## src/rtl/proc_img_pkg.sv

```systemverilog
// proc_img_pkg: shared image geometry and write-controller state type for the processed-image memory.
package proc_img_pkg;
    localparam int IMG_W     = 390;
    localparam int IMG_H     = 390;
    localparam int MEM_DEPTH = IMG_W * IMG_H;
    typedef enum logic [1:0] {IDLE, RUN, DONE} wr_state_t;
endpackage

```

## src/rtl/rr_arbiter2.sv

```systemverilog
// rr_arbiter2: two-way round-robin arbiter; priority passes to the other requester after every grant.
module rr_arbiter2 (
    input  logic       clk,
    input  logic       rst_n,
    input  logic [1:0] valid,
    input  logic [1:0] eligible,
    output logic [1:0] grant
);
    logic [1:0] req;
    logic       pointer;
    always_comb begin
        req      = valid & eligible;
        grant[0] = req[0] & (~req[1] | ~pointer);
        grant[1] = req[1] & ~grant[0];
    end
    always_ff @(posedge clk or negedge rst_n) begin
        if (!rst_n)
            pointer <= 1'b0;
        else if (|grant)
            pointer <= grant[0];
    end
endmodule

```

## src/rtl/processed_image_write_ctrl.sv

```systemverilog
// processed_image_write_ctrl: arbitrates CPU and stream byte writes into the processed-image memory.
// Optional macro PROC_IMG_ADDR_CHECK_EN drops out-of-range CPU writes and raises sticky addr_err.
module processed_image_write_ctrl
    import proc_img_pkg::*;
#(
    parameter int MEM_DEPTH = proc_img_pkg::MEM_DEPTH,
    parameter int ADDR_W    = 32,
    parameter int DATA_W    = 8,
    parameter int CNT_W     = 18
) (
    input  logic              CLK,
    input  logic              RST_N,
    input  logic              start,
    input  logic              abort,
    input  logic              req0_valid,
    input  logic [ADDR_W-1:0] req0_addr,
    input  logic [DATA_W-1:0] req0_data,
    output logic              req0_ready,
    input  logic              req1_valid,
    input  logic [DATA_W-1:0] req1_data,
    output logic              req1_ready,
    output logic              WE,
    output logic [ADDR_W-1:0] wA,
    output logic [DATA_W-1:0] WD,
    output logic              busy,
    output logic              frame_done,
    output logic [CNT_W-1:0]  pix_count,
    output logic              addr_err
);
    localparam logic [CNT_W-1:0] LAST_PIX = CNT_W'(MEM_DEPTH - 1);

    wr_state_t  state, state_n;
    logic [1:0] grant;
    logic       addr_ok;
    logic       wr_en;

    rr_arbiter2 u_arb (
        .clk      (CLK),
        .rst_n    (RST_N),
        .valid    ({req1_valid, req0_valid}),
        .eligible ({RST_N && state == RUN && !abort, RST_N}),
        .grant    (grant)
    );

    assign req0_ready = grant[0];
    assign req1_ready = grant[1];
    assign busy       = state == RUN;
    assign frame_done = state == DONE;

`ifdef PROC_IMG_ADDR_CHECK_EN
    assign addr_ok = req0_addr < ADDR_W'(MEM_DEPTH);
    always_ff @(posedge CLK or negedge RST_N) begin
        if (!RST_N)
            addr_err <= 1'b0;
        else if (grant[0] && !addr_ok)
            addr_err <= 1'b1;
        else if (state == IDLE && start)
            addr_err <= 1'b0;
    end
`else
    assign addr_ok  = 1'b1;
    assign addr_err = 1'b0;
`endif

    assign wr_en = grant[1] | (grant[0] & addr_ok);

    always_comb begin
        state_n = state;
        unique case (state)
            IDLE:    state_n = start ? RUN : IDLE;
            RUN:     state_n = abort ? IDLE : (grant[1] && pix_count == LAST_PIX) ? DONE : RUN;
            DONE:    state_n = IDLE;
            default: state_n = IDLE;
        endcase
    end

    always_ff @(posedge CLK or negedge RST_N) begin
        if (!RST_N) begin
            state     <= IDLE;
            pix_count <= '0;
        end else begin
            state <= state_n;
            if (state == IDLE && start)
                pix_count <= '0;
            else if (grant[1])
                pix_count <= pix_count + CNT_W'(1);
        end
    end

    // wA/WD keep their last value on idle cycles; only WE returns low
    always_ff @(posedge CLK or negedge RST_N) begin
        if (!RST_N) begin
            WE <= 1'b0;
            wA <= '0;
            WD <= '0;
        end else begin
            WE <= wr_en;
            if (wr_en) begin
                wA <= grant[1] ? ADDR_W'(pix_count) : req0_addr;
                WD <= grant[1] ? req1_data : req0_data;
            end
        end
    end
endmodule
```

## config.mk

```make
export PLATFORM = sky130hd
export DESIGN_NAME = processed_image_write_ctrl
export DESIGN_NICKNAME = d
export VERILOG_FILES = /design/src/rtl/proc_img_pkg.sv /design/src/rtl/rr_arbiter2.sv /design/src/rtl/processed_image_write_ctrl.sv
export SDC_FILE = /design/constraint.sdc
export NUM_CORES = 1
export LEC_CHECK = 0
export CAP_MARGIN = 20
export CORE_MARGIN = 10
export CORE_UTILIZATION = 43
export CTS_CLUSTER_SIZE = 16
export DETAILED_ROUTE_END_ITERATION = 8
export PLACE_DENSITY_LB_ADDON = 0.3
export SKIP_LAST_GASP = 1
export SLEW_MARGIN = 25
export SYNTH_ARGS = -nofsm -noshare
export SYNTH_HDL_FRONTEND = slang
export SYNTH_SLANG_ARGS = --single-unit
```

## constraint.sdc

```tcl
create_clock -name CLK -period 2.84 [get_ports CLK]
set_clock_uncertainty 0.2 [all_clocks]
set_input_delay 0.284 -clock CLK [delete_from_list [all_inputs] [get_ports CLK]]
set_output_delay 0.284 -clock CLK [all_outputs]
set_load 0.02 [all_outputs]
```

==> results.ini, run 1 <==
[power_and_ir_drop]
clockPowerShare=0.353
p_int_uw=1834
p_per_area_nw_per_um2=596.3
p_leak_uw=0.001785
p_switching_uw=721.5
p_comb_frac=0.239
p_seq_frac=0.408
p_sw_frac=0.2823
ir_worst_vdd_uv=408.2

[place]
gp_congestion=0.8415
dpl.hpwl_um=6506
placement.io_buffers=116
dp.cells=451

[sta]
tightest_slew_ns=0.5583
finalSetupTns_ns=0
period_needed_ns=2.678
setup_viol=0
maxSlewHeadroom=0.6278
timing.final.crit_share=0.9429
max_freq_ghz=0.3734
hold_viol_final=0
final-max-slew-violation-count=0
rsz0062_at_grt=no

[route]
wl_per_cell_um=18.90
drt-initial-drc-count=165
vias=2589
totalWireLength_um=8845
avgViaCountPerCell=5.532
dr.pass1.iters=4
ant_nets=0
post-route-drc-count=0

[grt]
track_usage=0.1743
grt_remaining_overflow=0
grt_pass1_wl_um=13900
grt_max_degree=46
antenna_found_initial=0
grt_pass1_vias=2667

[die]
die_w_um=100.6
fp.dieArea_um2=10110
start_util=0.4421
die_h_um=100.6
core_area_um2=6314
io_pins=118
rows=29

[run]
cap_viol_max_count=0

[cts]
tritoncts=built
clock_latency_ns=0.35
root_buffer=clkbuf_8
h-tree-depth=3
clockBufferDepth=2
post_cts_buffers=0
numCtsBuffers=9
cts.clk_slew.worst_paths_ns=0.07
cts_num_sinks=62

[outcome]
status=completed

[setup_path]
worstPathArrival_ns=2.19
crit_required_ns=2.36
path_class=input pin to output port
cp_max_fo=14
worstSetupEndpointType=output port
startpoint_type=input pin

[synth]
syn_inst=269
synth-edff-count=0
ys_ff_latch=62
synthFlopType=dfrtp_1
yosys_warnings=0
synthesis.nets=324
postSynth.asyncResetShare=1.000
synth.distinct_cells=39
synth_area_per_cell_um2=10.38
synth_sequential_area_ratio=0.5558
syn_area_um2=2791

[layout]
antenna_cells=0
nets=441
area_delta_synth_final_pct=53.52
fin_cells=468
layout-drive-gt1-share=0.08696

[min_path]
hold_class=input pin to asynchronous set/reset pin

-- power by group through the flow --
stage	clock network, µW	logic [µW]	registers (µW)
after floorplan	0	149	1170
after global placement	0	608	1050
after detailed placement	0	613	1060
after CTS	912	618	1040
after global routing	957	652	1050
final	903	611	1040
-- sequential cells by signal, summed over array words and instances, names as in the netlist --
| name | flops |
|---|---|
| pix_count | 18 |
| WD | 8 |
| WE | 1 |
| u_arb.pointer | 1 |
| wA | 32 |
| state | 2 |
-- path summary, 6_finish.rpt --
path | slack, ns | cells after the start | end | from
hold / removal | 0.17 | 2 | pix_count[4] | RST_N
max in group asynchronous | 1.41 | 3 | pix_count[7] | RST_N
min in group CLK | 0.25 | 3 | wA[1] | req0_addr[1]
setup / recovery | 0.16 | 6 | req0_ready | RST_N
hold reg to reg | 0.30 | 1 | wA[19] | wA[19]
setup reg to reg | 0.51 | 4 | pix_count[15] | state[1]
-- stage by stage --
step                      worst slack [ns]  hold slack, ns  instance area, µm²  power (µW)  utilization
after CTS                          0.03901          0.1787                4283        2572       0.6784
after floorplan                     0.5682         -0.2116                2791        1318            -
after global routing               0.07711          0.1674                4285        2662       0.6788
final                               0.1622          0.1682                4285        2555       0.6788
after global placement              0.2436        -0.01807                4040        1659       0.6399
after detailed placement            0.2098        -0.01153                4040        1669       0.6399
-- per-layer routing --
metal | wire, µm | part of all wire | vias up | track usage
met3 | 712 | 0.080 | 15 | 0.06584
met5 | 0 | 0 | - | 0
li1 | - | - | 1224 | -
met1 | 3558 | 0.40 | 1266 | 0.2090
met4 | 216 | 0.024 | 0 | 0.08261
met2 | 4357 | 0.49 | 84 | 0.2700
-- final cells by class --
class | instances | area, µm²
multi-input combinational | 167 | 1096
fill | 517 | 2028
clock buffer | 11 | 151.4
sequential | 62 | 1551
tap | 77 | 96.34
timing repair buffer | 126 | 1234
inverter | 20 | 75.07
clock inverter | 5 | 81.33
-- kinds of logic (layout without fill, tap and decap cells) --
group	Yosys count	in the layout	share of synthesized area
adders and majority gates	1	1	0.004482
xor gates and xnor gates	4	4	0.01255
buffers and inverters	40	162	0.05782
muxes	2	2	0.007172
AOI/OAI and AO/OA	86	86	0.2066
other	1	1	0.001343
DFF	62	62	0.5558
and+or+nand+nor	73	73	0.1542
-- what timing repair did --
item,4_1_cts,5_1_grt
endpoints found under the setup margin,0,1
gates resized for setup,0,1
hold buffers,1,0
hold endpoints to repair,17,0
-- critical path: stages --
cell,delay [ns]
dlygate4sd3_1,0.53
buf_2,0.30
nand2_1,0.18
nor2_2,0.23
a21oi_4,0.10
clkdlybuf4s50_1,0.56
-- layout by cell type, fill, tap and decap left out, types with 3 or more instances in the layout --
cell / synthesis / layout
nor3_1: 5 / 5
a21oi_1: 32 / 30
inv_1: 19 / 19
clkdlybuf4s50_1: 0 / 115
o31ai_1: 8 / 8
a221o_1: 9 / 9
a22o_1: 14 / 14
nand2_1: 13 / 13
clkbuf_8: 0 / 11
buf_4: 1 / 9
o22ai_1: 17 / 17
or4_1: 8 / 8
or2_2: 3 / 3
dfrtp_1: 62 / 62
nand3_1: 7 / 7
and2_1: 10 / 10
nor2_1: 6 / 5
o21ai_0: 4 / 4
nand4_1: 6 / 6
-- synthesized netlist by cell type, drive strengths merged (3+ instances only) --
master / count / area share
o21ai: 4 / 0.0072
nand3: 7 / 0.013
nand2: 13 / 0.017
nand4: 6 / 0.013
and2: 10 / 0.022
dfrtp: 62 / 0.56
buf: 3 / 0.0081
nor3: 5 / 0.0090
nor2: 6 / 0.0081
a22o: 14 / 0.044
a21oi: 32 / 0.057
or4: 9 / 0.026
a221o: 9 / 0.032
inv: 19 / 0.026
o22ai: 17 / 0.038
clkbuf: 17 / 0.023
o31ai: 8 / 0.022
or2: 3 / 0.0067
Power figures use the tool's default switching activity.
==> run 2, diff against run 1 <==
--- a/config.mk
+++ b/config.mk
@@ -5,9 +5,9 @@
 export SDC_FILE = /design/constraint.sdc
 export NUM_CORES = 1
 export LEC_CHECK = 0
-export CAP_MARGIN = 20
 export CORE_MARGIN = 10
 export CORE_UTILIZATION = 43
+export CTS_BUF_LIST = sky130_fd_sc_hd__clkbuf_8 sky130_fd_sc_hd__clkbuf_16
 export CTS_CLUSTER_SIZE = 16
 export DETAILED_ROUTE_END_ITERATION = 8
 export PLACE_DENSITY_LB_ADDON = 0.3
==> results of run 2 <==
Final layout, timing and power as in run 1 (identical DEF).
